### config.mk
export PLATFORM = sky130hd
export DESIGN_NAME = circle_seg_driver
export DESIGN_NICKNAME = d
export VERILOG_FILES = /design/src/rtl/circle_seg_driver.sv
export SDC_FILE = /design/constraint.sdc
export NUM_CORES = 1
export LEC_CHECK = 0
export CAP_MARGIN = 20
export CORE_MARGIN = 2
export CORE_UTILIZATION = 47
export DETAILED_ROUTE_END_ITERATION = 10
export PLACE_DENSITY = 0.76
export SLEW_MARGIN = 20
export SYNTH_ARGS = -nofsm -noshare
export SYNTH_HDL_FRONTEND = slang
export SYNTH_SLANG_ARGS = --single-unit
### constraint.sdc
create_clock -name clk_i -period 2.15 [get_ports clk_i]
set_clock_uncertainty 0.2 [all_clocks]
set_input_delay 0.215 -clock clk_i [delete_from_list [all_inputs] [get_ports clk_i]]
set_output_delay 0.215 -clock clk_i [all_outputs]
set_load 0.03 [all_outputs]
### src/rtl/circle_seg_driver.sv
// Seven-segment "circle" driver: lights the upper or lower circle on one display
// and optionally keeps the previous position lit as a fading trail for a while.
module circle_seg_driver #(
   parameter int NO_DISPLAYS  = 6,
   parameter int TRAIL_CYCLES = 12_500_000
) (
   input  logic                       clk_i,
   input  logic                       rst_ni,
   input  logic                       en_i,
   input  logic                       row_i,
   input  logic [2:0]                 col_i,
   output logic [7*NO_DISPLAYS-1:0]   seg_o,
   output logic                       err_o
);

   localparam int             CNT_W     = (TRAIL_CYCLES > 0) ? $clog2(TRAIL_CYCLES + 1) : 1;
   localparam logic [CNT_W-1:0] RELOAD  = CNT_W'((TRAIL_CYCLES > 0) ? TRAIL_CYCLES - 1 : 0);
   localparam logic [3:0]     NDISP     = 4'(NO_DISPLAYS);
   localparam logic [6:0]     SEG_UPPER = 7'b0011100;
   localparam logic [6:0]     SEG_LOWER = 7'b0100011;
   localparam logic [6:0]     SEG_BLANK = 7'h7F;

   typedef enum logic {IDLE, TRAIL} state_t;

   state_t                   r_state;
   state_t                   w_stateNext;
   logic [CNT_W-1:0]         r_cnt;
   logic [CNT_W-1:0]         w_cntNext;
   logic                     r_curRow;
   logic [2:0]               r_curCol;
   logic                     r_prevRow;
   logic [2:0]               r_prevCol;
   logic                     r_err;
   logic [7*NO_DISPLAYS-1:0] r_seg;
   logic [7*NO_DISPLAYS-1:0] w_segNext;
   logic                     w_valid;
   logic                     w_move;
   logic [6:0]               w_curCode;
   logic [6:0]               w_prevCode;

   assign w_valid = ({1'b0, col_i} < NDISP);
   assign w_move  = w_valid && ({row_i, col_i} != {r_curRow, r_curCol});

   // Position capture keeps running even while the display is disabled.
   always_ff @(posedge clk_i or negedge rst_ni) begin
      if (!rst_ni) begin
         r_curRow  <= 1'b1;
         r_curCol  <= 3'd0;
         r_prevRow <= 1'b1;
         r_prevCol <= 3'd0;
         r_err     <= 1'b0;
      end else begin
         if (w_valid) begin
            r_curRow <= row_i;
            r_curCol <= col_i;
         end
         if (w_move) begin
            r_prevRow <= r_curRow;
            r_prevCol <= r_curCol;
         end
         if (!w_valid) begin
            r_err <= 1'b1;
         end
      end
   end

   always_ff @(posedge clk_i or negedge rst_ni) begin
      if (!rst_ni) begin
         r_state <= IDLE;
         r_cnt   <= '0;
      end else begin
         r_state <= w_stateNext;
         r_cnt   <= w_cntNext;
      end
   end

   // A move always restarts the full trail, even if one is already showing.
   always_comb begin
      w_stateNext = IDLE;
      w_cntNext   = '0;
      if (!en_i) begin
         w_stateNext = IDLE;
         w_cntNext   = '0;
      end else if (w_move && (TRAIL_CYCLES > 0)) begin
         w_stateNext = TRAIL;
         w_cntNext   = RELOAD;
      end else if (r_state == TRAIL) begin
         if (r_cnt == '0) begin
            w_stateNext = IDLE;
            w_cntNext   = '0;
         end else begin
            w_stateNext = TRAIL;
            w_cntNext   = r_cnt - CNT_W'(1);
         end
      end
   end

   assign w_curCode  = r_curRow  ? SEG_UPPER : SEG_LOWER;
   assign w_prevCode = r_prevRow ? SEG_UPPER : SEG_LOWER;

   // Segments are active-low, so AND-ing two codes lights the union of both.
   always_comb begin
      w_segNext = '1;
      for (int k = 0; k < NO_DISPLAYS; k++) begin
         w_segNext[7*k +: 7] = SEG_BLANK;
         if (r_curCol == 3'(k)) begin
            w_segNext[7*k +: 7] = w_curCode;
         end
         if ((r_state == TRAIL) && (r_prevCol == 3'(k))) begin
            w_segNext[7*k +: 7] = w_segNext[7*k +: 7] & w_prevCode;
         end
      end
   end

   always_ff @(posedge clk_i or negedge rst_ni) begin
      if (!rst_ni) begin
         r_seg <= '1;
      end else begin
         r_seg <= en_i ? w_segNext : '1;
      end
   end

   assign seg_o = r_seg;
   assign err_o = r_err;

endmodule

==> results of run 1 <==
[area by class of cell]
cell class | instances | area, sq um
clock inverter | 1 | 5.00
clock buffer | 7 | 76.3
timing repair buffer | 70 | 658
tap | 72 | 90.1
inverter | 7 | 26.3
sequential | 52 | 1330
multi-input combinational | 170 | 1120
fill | 448 | 2200
[synthesized netlist by cell type, types with 3 or more instances]
master    instances
nor4_1            8
a22o_1            6
clkbuf_1          5
o21a_1            8
nand2_1          20
and3_1            4
nand4_1           3
nor2_1           25
xor2_1            7
nor3_1           11
xnor2_1          16
nand4b_1          3
o21ai_0          19
dfstp_2          20
nand2b_1          4
inv_1             7
dfrtp_1          32
a21oi_1           3
buf_4            24
nand3_1           5
[flip-flops by register name (all words and copies together) (netlist names)]
| name | flops |
|---|---|
| r_curRow | 1 |
| r_state | 1 |
| r_cnt | 24 |
| seg_o | 18 |
| r_curCol | 3 |
| r_prevCol | 3 |
| err_o | 1 |
| r_prevRow | 1 |
[per-stage QoR]
stage / setup TNS [ns] / setup WS, ns
floorplan: 0 / 0.00352
global placement: 0 / 0.0852
detailed placement: -0.239 / -0.0471
CTS: 0 / 0.0201
global route: -1.07 / -0.102
finish: 0 / 0.0431
[cell families (layout without fill, tap and decap cells)]
group | after synthesis | in the layout | synth area share
xor+xnor | 23 | 23 | 0.0754
mux | 3 | 3 | 0.0122
simple gates | 94 | 94 | 0.185
buf+inv | 39 | 85 | 0.0923
fa+ha+maj | 2 | 2 | 0.00937
compound gates | 48 | 48 | 0.129
flops | 52 | 52 | 0.496
[critical path: cells and delay by family (launching register included)]
kind | cells | cell delay, ns
AND/OR/NAND/NOR | 3 | 0.59
AO/OA/AOI/OAI | 2 | 0.39
flip-flops | 1 | 0.43
buffers and inverters | 2 | 0.37
[layer usage]
metal,up-vias,wire (microns),global-route usage
li1,970,-,-
met2,48,2700,0.320
met1,954,2300,0.239
met4,0,76,0.0672
met5,-,0,0
met3,5,188,0.0271
[path summary, 6_finish.rpt]
| kind | to | slack (ns) | cells past startpoint |
|---|---|---|---|
| worst max-delay path | r_cnt[13] | 0.04 | 7 |
| worst min-delay path | err_o | 0.27 | 1 |
| worst max register to register | r_cnt[13] | 0.04 | 7 |
| worst min register to register | err_o | 0.27 | 1 |
| max in group asynchronous | r_cnt[15] | 0.98 | 3 |
| min in group asynchronous | r_cnt[1] | 0.34 | 3 |
[timing repair]
action / in CTS / in global routing
setup endpoints to repair: 8 / 21
hold buffers: 1 / 0
endpoints found under the hold margin: 32 / 0
gates resized for setup: 1 / 3
setup buffers: 2 / 1
pin swaps: 1 / 3
[report_power, final]
part	switching, mW	internal [mW]
combinational	0.275	0.222
sequential	0.0791	1.06
clock	0.304	0.229
total	0.659	1.51
[cell usage in the layout (no fill, tap or decap), drive strengths merged, types with 3 or more instances in the layout]
cell,instances
clkdlybuf4s50,48
dfrtp,32
nor2,25
buf,21
nand2,20
dfstp,20
o21ai,19
xnor2,16
nor3,11
nor4,10
o21a,8
inv,7
xor2,7
clkbuf,7
a22o,6
nand3,5
nand2b,4
and3,4
nand4,3
nand4b,3
a21oi,3
==> results.toml, run 1 <==
[layout]
area_growth_pct = 23.7
antennaDiodeCount = 0
fin_cells = 379
drive_gt1_frac = 0.192
post-route-cell-area_sq_um = 3300
nets = 315
post-route-util = 0.600

[sta]
slew_headroom = 0.581
max_slew.worst_pin.slew_ns = 0.629
drv_slew = 0
rsz0062_at_grt = "true"
period_share = 0.980
setup-violations-final = 0
fmax_ghz = 0.475
finalHoldViolations = 0
hold_ws_ns = 0.271
fin_crit_ns = 2.11

[global_routing]
track_usage = 0.186
grt_max_degree = 53
grt-ovfl-total = 0
grt_pass1_wl_mm = 9.05
grt_pass1_vias = 1933
antenna_found_initial = 0

[setup_path]
crit_path_cell_trace = "nor4_4, nand4_1, buf_4, o31ai_4, buf_12, o21a_1, nor2_1"
cp-end-kind = "flop"
cp_max_fo = 10
worstReg2RegStart = "r_cnt[10]"
critPathLaunch = "r_cnt[10]"
startpoint_type = "flop"
critPathKind = "reg2reg"
cp_slowest_cell = "dfrtp_1"
slowest_delay_ns = 0.43
cp_data_arrival_time_ns = 2.09
required_ns = 2.14

[clocking]
max-clock-path-buffers = 2
cts_tree = "done"
cts_sinks = 52
cts_buffers = 5
clkTransAtPathRegs_ns = 0.10
clockRootBuffer = "clkbuf_8"
cts-htree-levels = 2
clk_latency_ns = 0.31

[synthesis]
syn_nets = 270
synth_edf_count = 0
synthDistinctLibCells = 41
synth_warnings = 0
syn_area_sq_um = 2670
synth_top_cell_area_share = 0.300
async_flop_share = 1.00
yosysSeqAreaShare = 0.496
synth.largest_area_cell = "dfrtp_1"
synth_ff_type = "dfrtp_1"
ys_seq_elements = 52
syn_avg_cell_area_sq_um = 10.2
synthCells = 261
synth_area_leaders = "dfrtp_1 (30%), dfstp_2 (20%), buf_4 (6.7%)"

[status]
status = "finished, final reports clean"

[placement]
hpwl_mm = 3.86
placedCellCount = 367
place.gp.congestion = 0.854
port_buffers = 49
placed_area_sq_um = 3170

[floorplanning]
die_height_microns = 79.4
die_x_microns = 79.4
core_area_sq_um = 5510
die-area_sq_um = 6300
num_rows = 27
floorplan.initialDensity = 0.485
io_pins = 50

[hold_path]
min-delay-start = "err_o"
min_path_type = "reg2reg"

[power]
power_density_nw_per_um2 = 657
totalPowerFinal_mw = 2.17
max-vdd-ir-drop_v = 0.000331
p_leak_nw = 1.31

[route]
drtPass1Iterations = 6
num_vias = 1977
vias_per_cell = 5.22
post_drt_wl_per_cell_microns = 13.9
first_iter_violations = 105
drtAntennaViolNets = 0
wl_mm = 5.27
post-route-drc-count = 0

[job]
drv_cap = 0
No activity file was read; power rests on OpenSTA's default activity.
==> inputs of run 2 (changes only) <==
--- a/config.mk
+++ b/config.mk
@@ -6,10 +6,13 @@
 export NUM_CORES = 1
 export LEC_CHECK = 0
 export CAP_MARGIN = 20
+export CELL_PAD_IN_SITES_DETAIL_PLACEMENT = 0
+export CELL_PAD_IN_SITES_GLOBAL_PLACEMENT = 1
 export CORE_MARGIN = 2
-export CORE_UTILIZATION = 47
+export CORE_UTILIZATION = 36
 export DETAILED_ROUTE_END_ITERATION = 10
-export PLACE_DENSITY = 0.76
+export PLACE_DENSITY_LB_ADDON = 0.1
+export SKIP_LAST_GASP = 1
 export SLEW_MARGIN = 20
 export SYNTH_ARGS = -nofsm -noshare
 export SYNTH_HDL_FRONTEND = slang
==> run 2 against run 1 <==
  * Sequential cell count is the same
  * Global-route usage shrank 4.3 points
  * Power grew 4.9%
  * Clock power grew 14%
  * Non-clock buffer count grew 9
  * First-iteration DRC count shrank 20%
  * Utilization shrank 12 points
  * Maximum frequency grew 0.31%
  * Critical path type unchanged
==> results.toml, run 2 (synthesis gave the netlist of run 1 again) <==
[layout]
final_common_cell = "clkdlybuf4s50_1"
nets = 324
drive_gt1_frac = 0.228
final_cell_mix = "clkdlybuf4s50_1 (48), dfrtp_1 (32), buf_4 (26)"
num-fill-cells = 699
area_growth_pct = 30.0
largest_register_ffs = 24
post-route-cell-area_sq_um = 3470
regMostFlops = "r_cnt"
antennaDiodeCount = 0
post-route-util = 0.481

[hold_path]
min_path_type = "in2async"

[setup_path]
critPathTopFamily = "simple AND/OR/NAND/NOR gates"
critPathKind = "reg2reg"
crit_path_cell_trace = "or3_1, or2_2, nor4_1, xnor2_1, o21ai_0"
cp_slowest_cell = "dfrtp_1"
cp-end-kind = "flop"
critPathLaunch = "r_cnt[17]"
slowest_delay_ns = 0.45
cp_data_arrival_time_ns = 2.08
startpoint_type = "flop"
cp_max_fo = 4
required_ns = 2.13
worstReg2RegStart = "r_cnt[17]"
r2r_setup_slack_ns = 0.05
cp_num_buf_inv = 0

[sta]
fin_crit_ns = 2.10
period_share = 0.977
setup-violations-final = 0
rsz0062_at_grt = "true"
drv_slew = 0
finalHoldViolations = 0
max_slew.worst_pin.slew_ns = 0.557
fmax_ghz = 0.476
slew_headroom = 0.629

[route]
post-route-drc-count = 0
drtPass1Iterations = 5
drtAntennaViolNets = 0
first_iter_violations = 84
vias_per_cell = 4.87
num_vias = 2020
post_drt_wl_per_cell_microns = 13.6
wl_mm = 5.66

[global_routing]
grt_max_degree = 30
grt_pass1_wl_mm = 9.43
track_usage = 0.143
grt-ovfl-total = 0
grt_pass1_vias = 1925
antenna_found_initial = 0

[floorplanning]
core_area_sq_um = 7210
floorplan.initialDensity = 0.370
die-area_sq_um = 8130
die_height_microns = 90.1
io_pins = 50
num_rows = 31
die_x_microns = 90.1

[job]
drv_cap = 0

[status]
status = "finished, final reports clean"

[clocking]
clkTransAtPathRegs_ns = 0.09
cts_sinks = 52
cts_buffers = 5
cts-htree-levels = 2
cts_tree = "done"
clockRootBuffer = "clkbuf_8"
clk_latency_ns = 0.30
max-clock-path-buffers = 2

[power]
p_leak_nw = 1.37
totalPowerFinal_mw = 2.28
power_density_nw_per_um2 = 656
max-vdd-ir-drop_v = 0.000284

[placement]
placed_area_sq_um = 3290
port_buffers = 49
hpwl_mm = 4.15
place.gp.congestion = 0.789
[run 2: cell count changes in the layout (fill, tap and decap cells not counted), moves of 2 or more]
cell and change:
buf_4 +7, buf_12 +2, clkbuf_8 +2, inv_1 -2, inv_2 +2
[run 2: repair_timing]
action                                  4_1_cts  5_1_grt
endpoints found under the setup margin        0        9
hold buffers                                  1        0
hold endpoints to repair                      4        0
gates resized for setup                       0       11
setup buffers                                 0        4
[run 2: worst paths after layout]
kind | depth (start not counted) | to
setup / recovery | 5 | r_cnt[21]
hold / removal | 2 | err_o
setup reg to reg | 5 | r_cnt[21]
hold reg to reg | 1 | err_o
max in group asynchronous | 3 | r_prevRow
min in group clk_i | 1 | err_o
[run 2: where the power goes]
group	internal, mW	total, mW	switching, mW
clock	0.295	0.610	0.316
combinational	0.244	0.527	0.283
sequential	1.06	1.14	0.0794
[run 2: area by class of cell]
type / count / area (sq um) / area share
clock buffers: 8 / 100 / 0.0288
well taps: 99 / 124 / 0.0357
repair buffers: 79 / 751 / 0.216
inverters: 7 / 26.3 / 0.00756
flip-flops and latches: 52 / 1330 / 0.382
multi-input cells: 170 / 1150 / 0.330
[run 2: worst register-to-register path: cells and delay by family (launching register included)]
| kind | cells | cell delay, ns |
|---|---|---|
| and+or+nand+nor | 3 | 1.09 |
| DFF | 1 | 0.45 |
| xor gates and xnor gates | 1 | 0.16 |
| AOI/OAI and AO/OA | 1 | 0.08 |
[run 2: metal layers]
layer  vias to the layer above  GRT usage  part of all wire
met4                         0     0.0423            0.0094
li1                        988          -                 -
met5                         -          0                 0
met1                       976      0.194              0.48
met2                        51      0.226              0.46
met3                         5     0.0360             0.049
[run 2: metrics by stage]
| stage | std cells | setup WS, ns | TNS [ns] | hold slack (ns) |
|---|---|---|---|---|
| 6_report | 415 | 0.0496 | 0 | 0.224 |
| 4_1_cts | 411 | 0.0287 | 0 | 0.236 |
| 5_1_grt | 415 | -0.0196 | -0.0263 | 0.261 |
| 3_3_place_gp | 402 | 0.103 | 0 | 0.0308 |
| 2_1_floorplan | 261 | 0.00352 | 0 | -0.281 |
| 3_5_place_dp | 402 | 0.0684 | 0 | 0.0437 |
